[src/rtl/seg_scan_ctrl.sv]
`default_nettype none
// seg_scan_ctrl: multiplexed 7-segment scan controller with dark inter-digit gap
// and per-frame pulse. Revision 1.0
module seg_scan_ctrl #(
  parameter int NUM_DIGITS = 8,
  parameter int SCAN_DIV   = 100000,
  parameter int GAP_CYC    = 2000
) (
  input  logic                  clk,
  input  logic                  rst,
  input  logic                  wr_en,
  input  logic [2:0]            wr_idx,
  input  logic [3:0]            wr_val,
  input  logic [NUM_DIGITS-1:0] blank_mask,
  input  logic [NUM_DIGITS-1:0] dp_mask,
  output logic [3:0]            code_out,
  input  logic [7:0]            seg_in,
  output logic [7:0]            seg_out,
  output logic [NUM_DIGITS-1:0] an_out,
  output logic                  frame_done
);

  localparam int IDX_W   = $clog2(NUM_DIGITS);
  localparam int CNT_MAX = (SCAN_DIV > GAP_CYC) ? SCAN_DIV : GAP_CYC;
  localparam int CNT_W   = $clog2(CNT_MAX);

  localparam logic [CNT_W-1:0] SHOW_LAST    = CNT_W'(SCAN_DIV - 1);
  localparam logic [CNT_W-1:0] GAP_LAST     = CNT_W'(GAP_CYC - 1);
  localparam logic [IDX_W-1:0] IDX_LAST     = IDX_W'(NUM_DIGITS - 1);
  localparam logic [3:0]       NUM_DIGITS_W = 4'(NUM_DIGITS);
  localparam logic [NUM_DIGITS-1:0] AN_ONE  = {{(NUM_DIGITS-1){1'b0}}, 1'b1};

  typedef enum logic [0:0] {
    SHOW = 1'b0,
    GAP  = 1'b1
  } state_t;

  state_t           state, state_nxt;
  logic [CNT_W-1:0] div_cnt, div_cnt_nxt;
  logic [IDX_W-1:0] scan_idx, scan_idx_nxt;
  logic             wrap;
  logic             lit;
  logic [3:0]       val [NUM_DIGITS];

  // Decoder's dp bit is deliberately discarded; dp comes from dp_mask.
  logic unused_seg_dp;
  assign unused_seg_dp = seg_in[0];

  always_ff @(posedge clk) begin
    if (rst) begin
      for (int i = 0; i < NUM_DIGITS; i++) val[i] <= 4'd0;
    end else if (wr_en && ({1'b0, wr_idx} < NUM_DIGITS_W)) begin
      val[wr_idx[IDX_W-1:0]] <= wr_val;
    end
  end

  assign code_out = val[scan_idx];

  always_ff @(posedge clk) begin
    if (rst) begin
      state      <= SHOW;
      div_cnt    <= '0;
      scan_idx   <= '0;
      frame_done <= 1'b0;
    end else begin
      state      <= state_nxt;
      div_cnt    <= div_cnt_nxt;
      scan_idx   <= scan_idx_nxt;
      frame_done <= wrap;
    end
  end

  always_comb begin
    state_nxt    = state;
    div_cnt_nxt  = div_cnt + CNT_W'(1);
    scan_idx_nxt = scan_idx;
    wrap         = 1'b0;
    case (state)
      SHOW: begin
        if (div_cnt == SHOW_LAST) begin
          state_nxt   = GAP;
          div_cnt_nxt = '0;
        end
      end
      GAP: begin
        if (div_cnt == GAP_LAST) begin
          state_nxt   = SHOW;
          div_cnt_nxt = '0;
          if (scan_idx == IDX_LAST) begin
            scan_idx_nxt = '0;
            wrap         = 1'b1;
          end else begin
            scan_idx_nxt = scan_idx + IDX_W'(1);
          end
        end
      end
      default: begin
        state_nxt   = SHOW;
        div_cnt_nxt = '0;
      end
    endcase
  end

  // Anode and segments are registered together so they never disagree on digit.
  assign lit = (state == SHOW) && !blank_mask[scan_idx];

  always_ff @(posedge clk) begin
    if (rst) begin
      an_out  <= '0;
      seg_out <= 8'd0;
    end else if (lit) begin
      an_out  <= AN_ONE << scan_idx;
      seg_out <= {seg_in[7:1], dp_mask[scan_idx]};
    end else begin
      an_out  <= '0;
      seg_out <= 8'd0;
    end
  end

endmodule
`default_nettype wire

[config.mk]
export PLATFORM = sky130hd
export DESIGN_NAME = seg_scan_ctrl
export DESIGN_NICKNAME = d
export VERILOG_FILES = /design/src/rtl/seg_scan_ctrl.sv
export SDC_FILE = /design/constraint.sdc
export NUM_CORES = 1
export LEC_CHECK = 0
export BUFFER_PORTS_ARGS = -buffer_cell sky130_fd_sc_hd__buf_4
export CAP_MARGIN = 20
export CORE_ASPECT_RATIO = 0.5
export CORE_MARGIN = 10
export CORE_UTILIZATION = 28
export CTS_CLUSTER_DIAMETER = 120
export DETAILED_ROUTE_END_ITERATION = 8
export PLACE_DENSITY = 0.42
export SKIP_CTS_REPAIR_TIMING = 1
export SYNTH_ARGS = -nofsm -noshare
export SYNTH_HDL_FRONTEND = slang
export SYNTH_SLANG_ARGS = --single-unit
[constraint.sdc]
create_clock -name clk -period 6 [get_ports clk]
set_clock_uncertainty 0.05 [all_clocks]
set_input_delay 0.9 -clock clk [delete_from_list [all_inputs] [get_ports clk]]
set_output_delay 0.9 -clock clk [all_outputs]
set_load 0.01 [all_outputs]
==> results.md <==
- Status: completed
- Total core area: 11180 sq um
- Die Y: 96.26 microns
- Post-Place Worst Slack: 2.916 ns
- Row count: 27
- # diodes: 0
- Grt total ovfl: 0
- Die width: 172.5 microns
- Synth async-reset ratio: 0
- Syn avg cell area: 11.89 sq um
- Final slew viol count: 0
- Setup WS post-layout: 3.011 ns
- Worst stage delay on the critical path: 0.68 ns
- DRT iter0 DRCs: 78
- Synth Cell Area: 3257 sq um
- Hold endpoint: div_cnt[0]
- Total track usage: 0.09472
- Fmax achieved: 0.3345 GHz
- Synthesized instance count: 274
- Drt pass-1 iters: 4
- Nets: 367
- WL per Instance: 15.59 microns
- Max H-tree Level: 3
- Worst r2r src: div_cnt[14]
- Hold Path Class: flip-flop to flip-flop
- Tmin final: 2.989 ns
- Die footprint: 16610 sq um
- Pleak: 1.510 nW
- Worst-path maximum fanout: 8
- CTS buffer count: 9
- Synth Area in XOR/XNOR: 0.03227
- CP top delay family: multiplexers
- Clock root buffer: clkbuf_16
- Deepest clock path buffer count: 2
- Worst slew margin: 0.5632
- Cell area power density: 290.9 nW/um^2
- Adder-cell share of the synthesized area: 0.02305
- Synth cell types: 41
- Kind of critical path: flip-flop to primary output
- Hold Vio Cnt, Final: 0
- Worst Tran Pin Value: 0.6552 ns
- CP Buf/Inv Count: 1
- Worst EP required: 5.05 ns
- Unrepaired setup endpoints after global routing: false
- CP Launch Type: flip-flop
- CTS tree: done
- Detail Route Antenna Nets: 0
- Fin crit share: 0.4982
- Sequential fraction of the synthesis area: 0.5471
- Placer Congestion: 0.7632
- Pin count of the biggest net entering global routing: 24
- Share of layout cells above drive strength 1: 0.2900
- Synthesized flop and latch total: 73
- First-pass GRT wire length: 12.14 mm
- Slowest stage cell, crit path: dfxtp_1
- Post-synthesis mux area share: 0.09988
- CP endpoint kind: primary output
- Largest family of logic cells by synthesized area: simple AND/OR/NAND/NOR gates
- Io pins: 55
- Syn Nets: 314
- Filler cell count: 1139
- Compound-cell area share of the yosys netlist: 0.03842
- Worst-path clk slew: 0.05 ns
- WL final: 7.638 mm
- Number of global-route vias before repair: 2360
- Clk Latency, worst-skew pair: 0.33 ns
- HP Start: div_cnt[0]
- Clock Sink Count: 73
- CP arrival: 2.04 ns
- Max VDD drop: 123.2 uV
- Post-DP HPWL: 5.726 mm
- Layout area overhead: 27.35%
- Final setup vio count: 0
- Ys Warns: 0
- Post-Route Setup TNS: 0 ns
- Hold path depth: 1
- R2r setup slk: 3.61 ns
- Initial antenna violation count: 0
- Post-synthesis simple-gate area fraction: 0.2382
- Post-synth EDFFs: 32
- Port Buf Inserts: 53
- Synth Flop Type: dfxtp_1
- Reg2Reg Depth: 4
- Worst-path cell chain: mux4_2, mux2_2, buf_4
- Drc violations: 0
- Vias: 2242
- Vias/cell: 4.576
- Initial Utilization: 0.2913
- Max cap viols: 0
## cell type report
class / count / area [sq um] / area share
Tap cell: 159 / 198.9 / 0.04796
Multi-Input combinational cell: 183 / 1406 / 0.3391
Sequential cell: 73 / 1782 / 0.4296
Clock buffer: 9 / 225.2 / 0.05430
Timing Repair Buffer: 54 / 405.4 / 0.09774
Clock inverter: 6 / 107.6 / 0.02594
Inverter: 6 / 22.52 / 0.005430
## cell families (layout without fill, tap and decap cells)
| family | count (synthesis) | count (layout) |
|---|---|---|
| fa+ha+maj | 6 | 6 |
| flops | 73 | 73 |
| simple gates | 129 | 129 |
| buf+inv | 18 | 75 |
| xor+xnor | 12 | 12 |
| compound gates | 19 | 19 |
| mux | 17 | 17 |
## power by group
part / internal [mW] / switching, mW
registers: 0.537 / 0.00641
logic: 0.0341 / 0.0280
clock network: 0.402 / 0.199
## flip-flops by register name (all words and copies together) (netlist names), named ones only
| name | flops |
|---|---|
| an_out | 8 |
| div_cnt | 17 |
| frame_done | 1 |
| scan_idx | 3 |
| seg_out | 8 |
| state | 1 |
| val | 32 |
## metal layers
layer / up-vias / global-route usage / part of all wire
met5: - / 0 / 0
met3: 7 / 0.03398 / 0.038
li1: 1118 / - / -
met2: 37 / 0.1646 / 0.48
met4: 0 / 0.04026 / 0.012
met1: 1080 / 0.1059 / 0.47
## stage by stage
step | total power, mW | utilization | hold slack, ns | cells | cell area, sq um
after floorplan | 0.5800 | - | 0.4205 | 274 | 3257
after global placement | 0.6145 | 0.3405 | 0.4575 | 474 | 3807
after detailed placement | 0.6167 | 0.3405 | 0.4713 | 474 | 3807
after CTS | 1.219 | 0.3703 | 0.4792 | 489 | 4140
after global routing | 1.247 | 0.3709 | 0.5217 | 490 | 4148
final | 1.206 | 0.3709 | 0.4759 | 490 | 4148
## cell usage in the layout (no fill, tap or decap), drive strengths merged, types with 2 or more instances in the layout
cell / n
and3: 6
buf: 53
bufinv: 3
nand4: 2
a211oi: 3
nor2b: 2
o31ai: 2
ha: 6
nor4: 7
nor3: 21
clkinv: 3
or4b: 2
dfxtp: 41
or2: 9
nand2: 8
and2: 40
edfxtp: 32
mux4: 12
nand3: 9
o21ai: 4
nand2b: 2
xor2: 2
or4: 4
or3: 2
and3b: 4
clkbuf: 10
inv: 6
nor2: 6
mux2: 4
xnor2: 10
a21oi: 7
## worst max path at each step
| stage | from | end | slack [ns] | cells after the start |
|---|---|---|---|---|
| after floorplan | flip-flop | code_out[0] | 3.50 | 3 |
| after global placement | blank_mask[3] | an_out[1] | 2.99 | 5 |
| after detailed placement | blank_mask[3] | an_out[1] | 2.92 | 5 |
| after CTS | flip-flop | code_out[3] | 2.97 | 3 |
| after global routing | flip-flop | code_out[3] | 2.88 | 3 |
| final | flip-flop | code_out[3] | 3.01 | 3 |
## worst reg2reg max path: cells and delay by family, from the launching register on
family,cells,cell delay (ns)
AND/OR/NAND/NOR,3,1.74
flip-flops,1,0.34
AO/OA/AOI/OAI,1,0.18
## synth_stat cells (3+ instances only)
cell	number	area [sq um]
edfxtp_1	32	960.9
clkbuf_1	10	37.54
o21ai_0	4	20.02
a211oi_1	3	22.52
inv_1	6	22.52
dfxtp_1	41	820.8
nor4_1	7	43.79
xnor2_1	10	87.58
mux4_2	12	270.3
or4_1	3	22.52
and2_1	40	250.2
and3_1	6	37.54
nor2_1	6	22.52
ha_1	6	75.07
and3b_1	4	35.03
nand3_1	9	45.04
mux2_2	4	45.04
a21oi_1	7	35.03
nor3_1	21	105.1
or2_2	9	56.30
nand2_1	8	30.03
(Power assumes the default switching activity.)
